--- config.mk ---
export PLATFORM = sky130hd
export DESIGN_NAME = dsp_fir_sequencer
export DESIGN_NICKNAME = d
export VERILOG_FILES = /design/src/rtl/dsp_pkg.sv /design/src/rtl/dsp_opmode_delay.sv /design/src/rtl/dsp_fir_sequencer.sv
export SDC_FILE = /design/constraint.sdc
export NUM_CORES = 1
export LEC_CHECK = 0
export CORE_MARGIN = 2
export CORE_UTILIZATION = 58
export DETAILED_ROUTE_END_ITERATION = 7
export PLACE_DENSITY = 0.86
export SLEW_MARGIN = 10
export SYNTH_ARGS = -nofsm -noshare
export SYNTH_HDL_FRONTEND = slang
export SYNTH_SLANG_ARGS = --single-unit
--- constraint.sdc ---
create_clock -name CLK -period 30.5 [get_ports CLK]
set_input_delay 6.1 -clock CLK [delete_from_list [all_inputs] [get_ports CLK]]
set_output_delay 6.1 -clock CLK [all_outputs]
set_load 0.1 [all_outputs]
--- src/rtl/dsp_pkg.sv ---
// dsp_pkg: shared constants and types for DSP48A1 slice controllers
package dsp_pkg;
  localparam int A_W = 18;
  localparam int P_W = 48;
  localparam logic [7:0] OPM_MULT = 8'h01;
  localparam logic [7:0] OPM_MAC = 8'h09;
  typedef enum logic [1:0] {IDLE, ISSUE, DRAIN, OUT} fir_state_e;
endpackage

--- src/rtl/dsp_opmode_delay.sv ---
// dsp_opmode_delay: DEPTH-stage 8-bit opmode shift register with async clear
// Ports: clk, rst (async, active-high), opm_i (opmode in), opm_o (opmode DEPTH cycles later)
module dsp_opmode_delay #(
  parameter int DEPTH = 1
) (
  input  logic       clk,
  input  logic       rst,
  input  logic [7:0] opm_i,
  output logic [7:0] opm_o
);
  if (DEPTH == 0) begin : g_pass
    assign opm_o = opm_i;
  end else begin : g_sr
    logic [7:0] sr_q [DEPTH];
    always_ff @(posedge clk or posedge rst)
      if (rst) for (int i = 0; i < DEPTH; i++) sr_q[i] <= '0;
      else begin
        sr_q[0] <= opm_i;
        for (int i = 1; i < DEPTH; i++) sr_q[i] <= sr_q[i-1];
      end
    assign opm_o = sr_q[DEPTH-1];
  end
endmodule

--- src/rtl/dsp_fir_sequencer.sv ---
// dsp_fir_sequencer: time-multiplexed FIR controller driving one DSP48A1 slice
// Ports: CLK/RST (async active-high); S_* sample stream in; COEF_* coefficient writes;
// M_* 48-bit result stream out; DSP_* operands/opmode/CE/RST to the slice, DSP_P back.
module dsp_fir_sequencer
  import dsp_pkg::*;
#(
  parameter int NTAPS = 8,
  parameter int PIPE_LAT = 3,
  parameter int OPM_DELAY = 1
) (
  input  logic                      CLK,
  input  logic                      RST,
  input  logic                      S_VALID,
  output logic                      S_READY,
  input  logic [A_W-1:0]            S_DATA,
  input  logic                      COEF_WE,
  input  logic [$clog2(NTAPS)-1:0]  COEF_ADDR,
  input  logic [A_W-1:0]            COEF_DATA,
  output logic                      M_VALID,
  input  logic                      M_READY,
  output logic [P_W-1:0]            M_DATA,
  output logic [A_W-1:0]            DSP_A,
  output logic [A_W-1:0]            DSP_B,
  output logic [A_W-1:0]            DSP_D,
  output logic [P_W-1:0]            DSP_C,
  output logic [7:0]                DSP_OPMODE,
  output logic                      DSP_CE,
  output logic                      DSP_RST,
  input  logic [P_W-1:0]            DSP_P
);
  localparam int AW = $clog2(NTAPS);
  localparam int CW = $clog2(NTAPS > PIPE_LAT ? NTAPS : PIPE_LAT) + 1;
  fir_state_e state_q, state_d;
  logic [CW-1:0] cnt_q, cnt_d;
  logic [A_W-1:0] x_q [NTAPS];
  logic [A_W-1:0] coef_q [NTAPS];
  logic [P_W-1:0] m_data_q;
  logic m_valid_q, dsp_rst_q, up_q;
  logic issue, drain, accept, tap_last, drain_last;
  logic [AW-1:0] idx;
  logic [7:0] tap_opm;
  assign issue = state_q == ISSUE;
  assign drain = state_q == DRAIN;
  assign idx = cnt_q[AW-1:0];
  assign tap_last = cnt_q == CW'(NTAPS - 1);
  assign drain_last = cnt_q == CW'(PIPE_LAT - 1);
  // up_q delays S_READY one cycle past the slice reset release
  assign S_READY = up_q && state_q == IDLE;
  assign accept = S_VALID && S_READY;
  assign M_VALID = m_valid_q;
  assign M_DATA = m_data_q;
  assign DSP_A = issue ? x_q[idx] : '0;
  assign DSP_B = issue ? coef_q[idx] : '0;
  assign DSP_D = '0;
  assign DSP_C = '0;
  assign DSP_CE = issue || drain;
  assign DSP_RST = dsp_rst_q;
  // drain keeps Z=P with zero operands so P holds the final sum into OUT
  assign tap_opm = issue ? (cnt_q == '0 ? OPM_MULT : OPM_MAC) : drain ? OPM_MAC : 8'h00;
  dsp_opmode_delay #(.DEPTH(OPM_DELAY)) u_opm (
    .clk(CLK),
    .rst(RST),
    .opm_i(tap_opm),
    .opm_o(DSP_OPMODE)
  );
  always_comb begin
    state_d = state_q;
    cnt_d = cnt_q;
    case (state_q)
      IDLE: if (accept) begin
        state_d = ISSUE;
        cnt_d = '0;
      end
      ISSUE: begin
        state_d = tap_last ? DRAIN : ISSUE;
        cnt_d = tap_last ? '0 : cnt_q + 1'b1;
      end
      DRAIN: begin
        state_d = drain_last ? OUT : DRAIN;
        cnt_d = drain_last ? '0 : cnt_q + 1'b1;
      end
      OUT: state_d = M_READY ? IDLE : OUT;
      default: state_d = IDLE;
    endcase
  end
  always_ff @(posedge CLK or posedge RST)
    if (RST) begin
      state_q <= IDLE;
      cnt_q <= '0;
      m_data_q <= '0;
      m_valid_q <= 1'b0;
      dsp_rst_q <= 1'b1;
      up_q <= 1'b0;
      for (int i = 0; i < NTAPS; i++) begin
        x_q[i] <= '0;
        coef_q[i] <= '0;
      end
    end else begin
      state_q <= state_d;
      cnt_q <= cnt_d;
      dsp_rst_q <= 1'b0;
      up_q <= ~dsp_rst_q;
      if (accept) begin
        x_q[0] <= S_DATA;
        for (int i = 1; i < NTAPS; i++) x_q[i] <= x_q[i-1];
      end
      if (COEF_WE && 32'(COEF_ADDR) < NTAPS) coef_q[COEF_ADDR] <= COEF_DATA;
      if (drain && drain_last) begin
        m_data_q <= DSP_P;
        m_valid_q <= 1'b1;
      end else if (state_q == OUT && M_READY) m_valid_q <= 1'b0;
    end
endmodule

==> results.md, run 1 <==
- Outcome: finished clean
- Layout cells sized above 1: 39.0%
- Die area: 0.0286 mm²
- Internal power: 1.11 mW
- Ranking of synthesized cells by area: dfrtp_1 55%, mux2_2 22%, mux4_2 10%, buf_4 3.7%, mux2_1 2.1%
- Primary FF master, synth: dfrtp_1
- Synth Area per Inst: 16.0 µm²
- Post-CTS Setup Inserts: 0
- Post-CTS Resized: 0
- Num rows: 60
- EDFF count, synth: 0
- Clock sink total: 347
- Clock transition at path regs: 0.06 ns
- Fill count: 1,778
- Clk_skew: 0.00813 ns
- Seq/Total Area, Yosys: 54.8%
- ANT nets after route: 0
- Clock root cell: clkbuf_16
- Via density: 5.79
- Sw frac: 42.7%
- Mapped cell area: 0.0158 mm²
- P per Cell Area: 103 mW/mm²
- Cts hold-fix bufs: 0
- Antenna diodes: 0
- Drt total wl: 31,600 µm
- Post-Syn Instances: 990
- Max H-tree Level: 2
- Final setup viols: 0
- Relative slew slack: 23.8%
- Total GRT Usage: 22.8%
- Die height: 169 µm
- Initial antenna violation count: 1
- First-pass GRT wire length: 51,400 µm
- Worst Path Required: 24.40 ns
- WP data arrival: 4.08 ns
- Largest area contributor in the netlist: dfrtp_1
- Area growth, synth to finish: 18.9%
- I/O pin count: 254
- Seq pwr share: 32.5%
- Max Cap Viol: 0
- DR pass1 iterations: 4
- Slew Limit Fails: 0
- Core area: 0.0269 mm²
- Critical path class: reg2out
- Hold Fails Final Rpt: 0
- Initial Util: 58.9%
- Max Freq: 98.2 MHz
- RSZ-0062 raised after global routing: false
- Worst skew pair latency: 0.51 ns
- Detailed Route Iter0 Violations: 480
- Via count of the first global-routing pass: 9,332
- Final worst-path cycle share: 33.4%
- Post-layout net count: 1,262
- Commonest non-fill, non-tap cell in the layout: dfrtp_1
- Clock Tree Buf Depth: 3
- P_sw: 0.826 mW
- Final min period: 10.18 ns
- Yosys warns: 0
- Crit Path Max Fanout: 20
- Hold slack: 0.432 ns
- I/O Buffers: 181
- Die W: 169 µm
- Vias: 8,858
- Synth top area share: 54.7%
- CP Launch Type: register
- Worst min path class: reg2reg
- Setup crit end kind: output port
- Largest net degree at the start of global routing: 142
- Most frequent cells in the layout: 344 x dfrtp_1, 306 x mux2_2, 181 x clkdlybuf4s50_1, 73 x conb_1, 72 x mux4_2
- Max IR drop VDD: 0.100 mV
- DR WL/cell: 20.7 µm
- Routability cong.: 0.734
- Clk pwr share: 23.9%
- Setup TNS: 0 ns
- Synth Register Bits: 347
- Congestion Overflow GR: 0
- Final HPWL DP: 18,900 µm
- Residual DRC: 0
- Fraction of registers with async set/reset: 100%
- Post-synth cell types: 39
- Worst-margin pin slew: 1.14 ns
- TritonCTS clock tree: yes
- Num CTS Buffers: 38
- LEAKAGE: 8.50 nW
- Gate power share: 43.6%
-- cells in the mapped netlist, types with 2 or more instances --
| library cell | number |
|---|---|
| dfrtp_1 | 346 |
| mux2_2 | 306 |
| buf_4 | 79 |
| mux4_2 | 72 |
| a22o_1 | 36 |
| buf_2 | 31 |
| mux2_1 | 30 |
| clkbuf_1 | 10 |
| inv_1 | 9 |
| nand2_1 | 9 |
| buf_6 | 8 |
| ha_1 | 8 |
| nor2_1 | 6 |
| a31oi_1 | 3 |
| nand3_1 | 3 |
| nand4b_4 | 3 |
| nor3b_1 | 3 |
| o21ai_0 | 3 |
| and2_1 | 2 |
| buf_12 | 2 |
| nor2b_1 | 2 |
| nor3_4 | 2 |
-- power groups by stage --
stage	sequential (mW)	clock (mW)	combinational, mW
after floorplan	0.666	0	0.634
after global placement	0.630	0	0.834
after detailed placement	0.635	0	0.843
after CTS	0.629	0.473	0.848
after global routing	0.642	0.493	0.876
final	0.628	0.463	0.842
-- final timing paths --
path | start | to | slack (ns) | cells after the start
max | state_q[1] | DSP_B[7] | 20.32 | 6
min | DSP_RST | up_q | 0.43 | 1
max reg2reg | state_q[0] | x_q[142] | 27.59 | 5
min reg2reg | DSP_RST | up_q | 0.43 | 1
max in group asynchronous | RST | coef_q[29] | 21.80 | 4
min in group asynchronous | RST | x_q[136] | 6.23 | 2
-- layer usage --
| layer | GRT usage [%] | wire length (µm) | up-vias |
|---|---|---|---|
| li1 | - | - | 3859 |
| met1 | 29.8 | 13100 | 4701 |
| met2 | 39.6 | 16400 | 243 |
| met3 | 4.13 | 1540 | 55 |
| met4 | 6.09 | 623 | 0 |
| met5 | 0 | 0 | - |
-- state kept, by name, indices dropped and copies added (netlist names) --
register	flops
M_VALID	1
u_opm.opm_o	2
x_q	144
state_q	2
cnt_q	4
up_q	1
M_DATA	48
DSP_RST	1
coef_q	144
-- area by class of cell --
cell class / instances / area (µm²) / area share, %
repair buffers: 191 / 1890 / 10.0
well taps: 341 / 427 / 2.27
flip-flops and latches: 347 / 8690 / 46.1
inverters: 9 / 41.3 / 0.219
clock buffers: 57 / 1150 / 6.12
multi-input cells: 575 / 6510 / 34.5
clock inverters: 10 / 129 / 0.684
-- kinds of logic after synthesis --
family	count (synthesis)	synth area share [%]
mux	408	34.1
simple gates	36	1.77
buf+inv	140	6.02
other cells	1	0.0237
flops	347	54.8
compound gates	50	2.59
fa+ha+maj	8	0.632
-- worst max-delay path, cell delays in order (launching register included) --
cell	delay [ns]
dfrtp_1	0.41
inv_1	0.14
ha_1	0.26
and2_1	0.88
buf_4	0.46
a22o_1	0.26
clkdlybuf4s50_1	1.15
-- stage by stage --
stage / total power [mW] / area [µm²] / setup slack [ns] / util, % / instances
final: 1.93 / 18800 / 20.32 / 70.1 / 1530
after global routing: 2.01 / 18800 / 20.03 / 70.1 / 1530
after CTS: 1.95 / 18800 / 20.21 / 70.1 / 1530
after detailed placement: 1.48 / 17600 / 20.78 / 65.3 / 1463
after global placement: 1.46 / 17600 / 20.81 / 65.3 / 1463
after floorplan: 1.30 / 16100 / 14.78 / - / 1062
Note: power is estimated with default switching activity, not from simulation.
==> inputs of run 2 (changes only) <==
--- a/config.mk
+++ b/config.mk
@@ -6,9 +6,9 @@
 export NUM_CORES = 1
 export LEC_CHECK = 0
 export CORE_MARGIN = 2
-export CORE_UTILIZATION = 58
+export CORE_UTILIZATION = 49
 export DETAILED_ROUTE_END_ITERATION = 7
-export PLACE_DENSITY = 0.86
+export PLACE_DENSITY = 0.77
 export SLEW_MARGIN = 10
 export SYNTH_ARGS = -nofsm -noshare
 export SYNTH_HDL_FRONTEND = slang
==> constraint.sdc (replaced) <==
create_clock -name CLK -period 8.4 [get_ports CLK]
set_input_delay 1.68 -clock CLK [delete_from_list [all_inputs] [get_ports CLK]]
set_output_delay 1.68 -clock CLK [all_outputs]
set_load 0.1 [all_outputs]
==> results.md, run 2 (same netlist as run 1, synthesis figures left out) <==
- Hold Fails Final Rpt: 0 (unchanged)
- Area after DPL: 0.0176 mm² (+0.53%)
- Final worst-path cycle share: 68.6%
- Setup TNS: 0 ns (unchanged)
- Fill count: 2,448 (+38%)
- Worst Path Required: 6.72 ns (-17.68 ns)
- Worst min path class: reg2reg
- Area growth, synth to finish: 19.2%
- Num CTS Buffers: 39 (+2.6%)
- Core area: 0.0317 mm² (+18%)
- Outcome: finished clean
- CP Launch Type: register
- Drt total wl: 30,800 µm (-2.6%)
- Clock transition at path regs: 0.06 ns (about the same)
- Post-CTS Setup Inserts: 0 (unchanged)
- Reg2Reg Depth: 5 (unchanged)
- Max Cap Viol: 0 (unchanged)
- Final HPWL DP: 18,900 µm (about the same)
- Max Freq: 174 MHz
- Die height: 184 µm (+8.6%)
- Die area: 0.0338 mm² (+18%)
- Via density: 5.44 (-6.0%)
- Die W: 184 µm (+8.6%)
- TritonCTS clock tree: yes
- WP data arrival: 4.08 ns (about the same)
- Clock Tree Buf Depth: 3 (unchanged)
- Max IR drop VDD: 0.584 mV (+480%)
- Layout cells sized above 1: 39.0% (about the same)
- Final core utilization: 59.5% (-11 points)
- Crit path max-delay cell type: dfrtp_4
- First-pass GRT wire length: 49,800 µm (-3.0%)
- Initial antenna violation count: 1 (unchanged)
- Clock root cell: clkbuf_16
- Antenna diodes: 0 (unchanged)
- Post-layout net count: 1,264 (+0.16%)
- CP top delay family: buffers and inverters
- Critical Path Stages: 4 (-2)
- Max H-tree Level: 2 (unchanged)
- Congestion Overflow GR: 0 (unchanged)
- Worst skew pair latency: 0.53 ns (+0.02 ns)
- Via count of the first global-routing pass: 9,088 (-2.6%)
- Initial Util: 49.9% (-9.0 points)
- RSZ-0062 raised after global routing: false
- Final min period: 5.76 ns
- P per Cell Area: 368 mW/mm² (+260%)
- Post-route cell area: 0.0189 mm² (+0.21%)
- Final setup viols: 0 (unchanged)
- Crit Path Max Fanout: 48 (+140%)
- Vias: 8,691 (-1.9%)
- I/O Buffers: 181 (unchanged)
- Commonest non-fill, non-tap cell in the layout: dfrtp_1
- Largest net degree at the start of global routing: 151 (+6.3%)
- Setup crit end kind: output port
- Crit-path cells: buf_4 -> mux4_2 -> a22o_1 -> clkdlybuf4s50_1
- Slew Limit Fails: 0 (unchanged)
- ANT nets after route: 0 (unchanged)
- Worst-margin pin slew: 1.14 ns (-0.000606 ns)
- DR WL/cell: 19.3 µm (-6.7%)
- Routability cong.: 0.719 (-2.1%)
- Clk_skew: 0.0232 ns (+0.0151 ns)
- Critical path buffers and inverters: 2 (-1)
- Num rows: 65 (+8.3%)
- I/O pin count: 254 (unchanged)
- Relative slew slack: 23.8% (+0.040 points)
- CP max stage delay: 1.06 ns (-0.09 ns)
- Critical path class: reg2out
- Tot Pwr: 6.94 mW (+260%)
- Most frequent cells in the layout: 344 x dfrtp_1, 306 x mux2_2, 181 x clkdlybuf4s50_1, 73 x conb_1, 72 x mux4_2
- DR pass1 iterations: 4 (unchanged)
- Detailed Route Iter0 Violations: 478 (-0.42%)
- Cts hold-fix bufs: 0 (unchanged)
- Hold path cells: 1 (unchanged)
- Post-CTS Resized: 0 (unchanged)
- Clock sink total: 347 (unchanged)
- Residual DRC: 0 (unchanged)
- LEAKAGE: 8.48 nW (-0.28%)
- Total GRT Usage: 18.7% (-4.0 points)
run 2: changes by cell type in the layout (fill, tap and decap cells not counted), sizes merged:
cell	before	now
clkinvlp	0	2
clkbuf	57	58
clkinv	6	12
bufinv	3	0
inv	10	9
buf	10	11
run 2: power by group:
group / switching [mW] / total [mW] / leakage [nW] / internal (mW)
sequential: 0.316 / 2.29 / 4.40 / 1.97
clock: 0.667 / 1.61 / 0.611 / 0.943
combinational: 2.03 / 3.04 / 3.47 / 1.01
run 2: routing by layer:
metal	track usage (%)	routed length (µm)	vias to the layer above	share of wire, %
li1	-	-	3878	-
met1	25.4	13300	4494	43
met2	31.0	15100	260	49
met3	3.96	1770	57	5.7
met4	4.99	609	2	2.0
met5	0	13	-	0.042
run 2: through the flow:
stage,worst slack (ns),hold WS (ns),instances
6_report,2.64,0.426,1597
5_1_grt,2.35,0.447,1597
4_1_cts,2.50,0.429,1597
3_5_place_dp,3.05,0.423,1525
3_3_place_gp,3.09,0.420,1525
2_1_floorplan,2.08,0.452,1062
run 2: final timing paths:
path	slack, ns	end	startpoint
max	2.64	DSP_A[8]	cnt_q[0]
min	0.43	up_q	DSP_RST
max reg2reg	5.53	M_DATA[23]	cnt_q[1]
min reg2reg	0.43	up_q	DSP_RST
max in group asynchronous	5.41	coef_q[73]	RST
min in group asynchronous	1.58	u_opm.opm_o[0]	RST
run 2: area by class of cell:
class | instances | area [µm²] | share of cell area (%)
Clock inverter | 14 | 91.3 | 0.484
Clock buffer | 58 | 1140 | 6.03
Tap cell | 402 | 503 | 2.66
Sequential cell | 347 | 8690 | 46.0
Inverter | 9 | 37.5 | 0.199
Multi-Input combinational cell | 575 | 6510 | 34.5
Timing Repair Buffer | 192 | 1910 | 10.1
run 2: worst reg2reg max path: cells and delay by family (launching register included):
| family | cells | cell delay (ns) |
|---|---|---|
| buffers and inverters | 1 | 0.53 |
| muxes | 1 | 0.47 |
| and+or+nand+nor | 2 | 0.23 |
| DFF | 1 | 1.17 |
| adders and majority gates | 1 | 0.35 |
==> inputs of run 3 (changes only) <==
--- a/config.mk
+++ b/config.mk
@@ -6,9 +6,9 @@
 export NUM_CORES = 1
 export LEC_CHECK = 0
 export CORE_MARGIN = 2
-export CORE_UTILIZATION = 49
+export CORE_UTILIZATION = 54
 export DETAILED_ROUTE_END_ITERATION = 7
-export PLACE_DENSITY = 0.77
+export PLACE_DENSITY = 0.8
 export SLEW_MARGIN = 10
 export SYNTH_ARGS = -nofsm -noshare
 export SYNTH_HDL_FRONTEND = slang
==> constraint.sdc (replaced) <==
create_clock -name CLK -period 5.3 [get_ports CLK]
set_input_delay 1.06 -clock CLK [delete_from_list [all_inputs] [get_ports CLK]]
set_output_delay 1.06 -clock CLK [all_outputs]
set_load 0.1 [all_outputs]
==> results.md, run 3 (same netlist as run 1, synthesis figures left out) <==
- Seq pwr share: 32.4% (-0.6 points)
- Crit Path Max Fanout: 21 (-56%)
- Startpoint of the worst-slack reg-to-reg timing path: cnt_q[1]
- Commonest non-fill, non-tap cell in the layout: dfrtp_1
- Antenna diodes: 0 (unchanged)
- P_sw: 4.74 mW (+57%)
- Via count of the first global-routing pass: 9,263 (+1.9%)
- Post-route cell area: 0.0188 mm² (-0.37%)
- Launch point of the worst path: state_q[1]
- I/O Buffers: 181 (unchanged)
- Clock sink total: 347 (unchanged)
- WL met3: 1530 µm (-14%)
- Clock root cell: clkbuf_16
- Reg-to-Reg End: M_DATA[43]
- PnR worst setup slack: 1.10 ns (-1.54 ns)
- Max H-tree Level: 2 (unchanged)
- Final setup viols: 0 (unchanged)
- TritonCTS clock tree: yes
- DR top layer: met4
- Final worst-path cycle share: 79.3%
- Met1 wire length: 13,200 µm (-0.43%)
- Max Freq: 238 MHz
- Vias: 8,781 (+1.0%)
- Total GRT Usage: 20.5% (+1.8 points)
- Residual DRC: 0 (unchanged)
- Met2 WL: 15,300 µm (+1.6%)
- Detailed Route Iter0 Violations: 440 (-7.9%)
- Critical path class: reg2out
- Reg2Reg Depth: 6 (+1)
- ANT nets after route: 0 (unchanged)
- Sw frac: 43.1% (-0.30 points)
- Initial antenna violation count: 0 (-1)
- First-pass GRT wire length: 50,100 µm (+0.58%)
- Reg2reg setup slack: 2.54 ns (-2.99 ns)
- Cts hold-fix bufs: 0 (unchanged)
- WP data arrival: 3.14 ns (-0.94 ns)
- Clk_skew: 0.0263 ns (+0.00309 ns)
- Max Cap Viol: 0 (unchanged)
- Post-CTS Resized: 0 (unchanged)
- Post-CTS Setup Inserts: 0 (unchanged)
- Initial Util: 55.0% (+5.1 points)
- Slew Limit Fails: 0 (unchanged)
- Fill count: 2,053 (-16%)
- Internal power: 6.25 mW (+59%)
- Area growth, synth to finish: 18.7%
- Relative slew slack: 15.7% (-8.1 points)
- Hold Fails Final Rpt: 0 (unchanged)
- Final HPWL DP: 19,100 µm (+1.1%)
- Clk pwr share: 23.7% (+0.5 points)
- Most frequent cells in the layout: 344 x dfrtp_1, 306 x mux2_2, 145 x clkdlybuf4s50_1, 73 x conb_1, 72 x mux4_2
- Num CTS Buffers: 38 (-2.6%)
- DR WL/cell: 19.6 µm (+1.7%)
- Worst-margin pin slew: 1.26 ns (+0.122 ns)
- Gate power share: 43.9% (about the same)
- Area after DPL: 0.0176 mm² (-0.40%)
- Worst min path class: reg2reg
- Num rows: 62 (-4.6%)
- CP Launch Type: register
- Routability cong.: 0.723 (+0.61%)
- LEAKAGE: 8.56 nW (+0.92%)
- Worst skew pair latency: 0.52 ns (about the same)
- Hold path cells: 1 (unchanged)
- Die area: 0.0307 mm² (-9.1%)
- Tot Pwr: 11.0 mW (+58%)
- Die W: 175 µm (-4.6%)
- Final min period: 4.20 ns
- Clock transition at path regs: 0.06 ns (about the same)
- Worst Path Required: 4.24 ns (-2.48 ns)
- Die height: 175 µm (-4.6%)
- Core area: 0.0288 mm² (-9.3%)
- Clock Tree Buf Depth: 3 (unchanged)
- Drt total wl: 30,900 µm (+0.29%)
- Post-layout net count: 1,267 (+0.24%)
- DR pass1 iterations: 4 (unchanged)
- Largest net degree at the start of global routing: 202 (+34%)
- RSZ-0062 raised after global routing: false
- Via density: 5.58 (+2.4%)
- I/O pin count: 254 (unchanged)
- Setup crit end kind: output port
- Final core utilization: 65.3% (+5.8 points)
- Hold slack: 0.435 ns (+0.00921 ns)
- Congestion Overflow GR: 0 (unchanged)
- Pre-CTS setup slack: 1.59 ns (-1.46 ns)
- Max IR drop VDD: 0.513 mV (-12%)
- Outcome: finished clean
- Layout cells sized above 1: 42.0% (+3.0 points)
- P per Cell Area: 585 mW/mm² (+59%)
- Worst Setup EP: DSP_B[10]
## run 3: cell types whose count changed in the layout (fill, tap and decap cells not counted)
cell	delta
buf_4	+39
clkinv_8	-1
buf_12	+1
clkinv_2	-5
clkinv_4	-1
clkdlybuf4s50_1	-36
clkbuf_16	-1
bufinv_16	+3
clkinvlp_4	-1
clkbuf_1	-2
## run 3: how the worst min path moves through the flow
stage | start | to
after detailed placement | DSP_RST | up_q
after floorplan | coef_q[90] | coef_q[90]
after global routing | DSP_RST | up_q
final | DSP_RST | up_q
after global placement | DSP_RST | up_q
after CTS | DSP_RST | up_q
## run 3: critical path, cell delays in order, from the launching register on
cell,delay [ns]
dfrtp_1,0.40
inv_1,0.13
ha_1,0.26
and2_1,1.01
buf_4,0.36
a22o_1,0.19
buf_4,0.30
## run 3: layer usage
layer | global-route usage, % | vias to the layer above
li1 | - | 3860
met1 | 27.5 | 4622
met2 | 34.3 | 237
met3 | 3.66 | 62
met4 | 6.39 | 0
met5 | 0 | -
## run 3: power groups by stage
stage	combinational (mW)	clock [mW]	sequential, mW
finish	4.83	2.60	3.56
global route	5.03	2.78	3.65
CTS	4.88	2.67	3.57
detailed placement	4.85	0	3.61
global placement	4.81	0	3.59
floorplan	3.65	0	3.83
## run 3: final cells by class
class / instances / area [µm²] / area share, %
flip-flops and latches: 347 / 8690 / 46.2
multi-input cells: 575 / 6510 / 34.6
repair buffers: 196 / 1860 / 9.89
clock buffers: 55 / 1110 / 5.88
well taps: 384 / 480 / 2.55
clock inverters: 9 / 124 / 0.659
inverters: 9 / 37.5 / 0.200
## run 3: stage by stage
step           TNS (ns)  instances
2_1_floorplan   -139.66       1062
3_3_place_gp          0       1511
3_5_place_dp          0       1511
4_1_cts               0       1575
5_1_grt               0       1575
6_report              0       1575
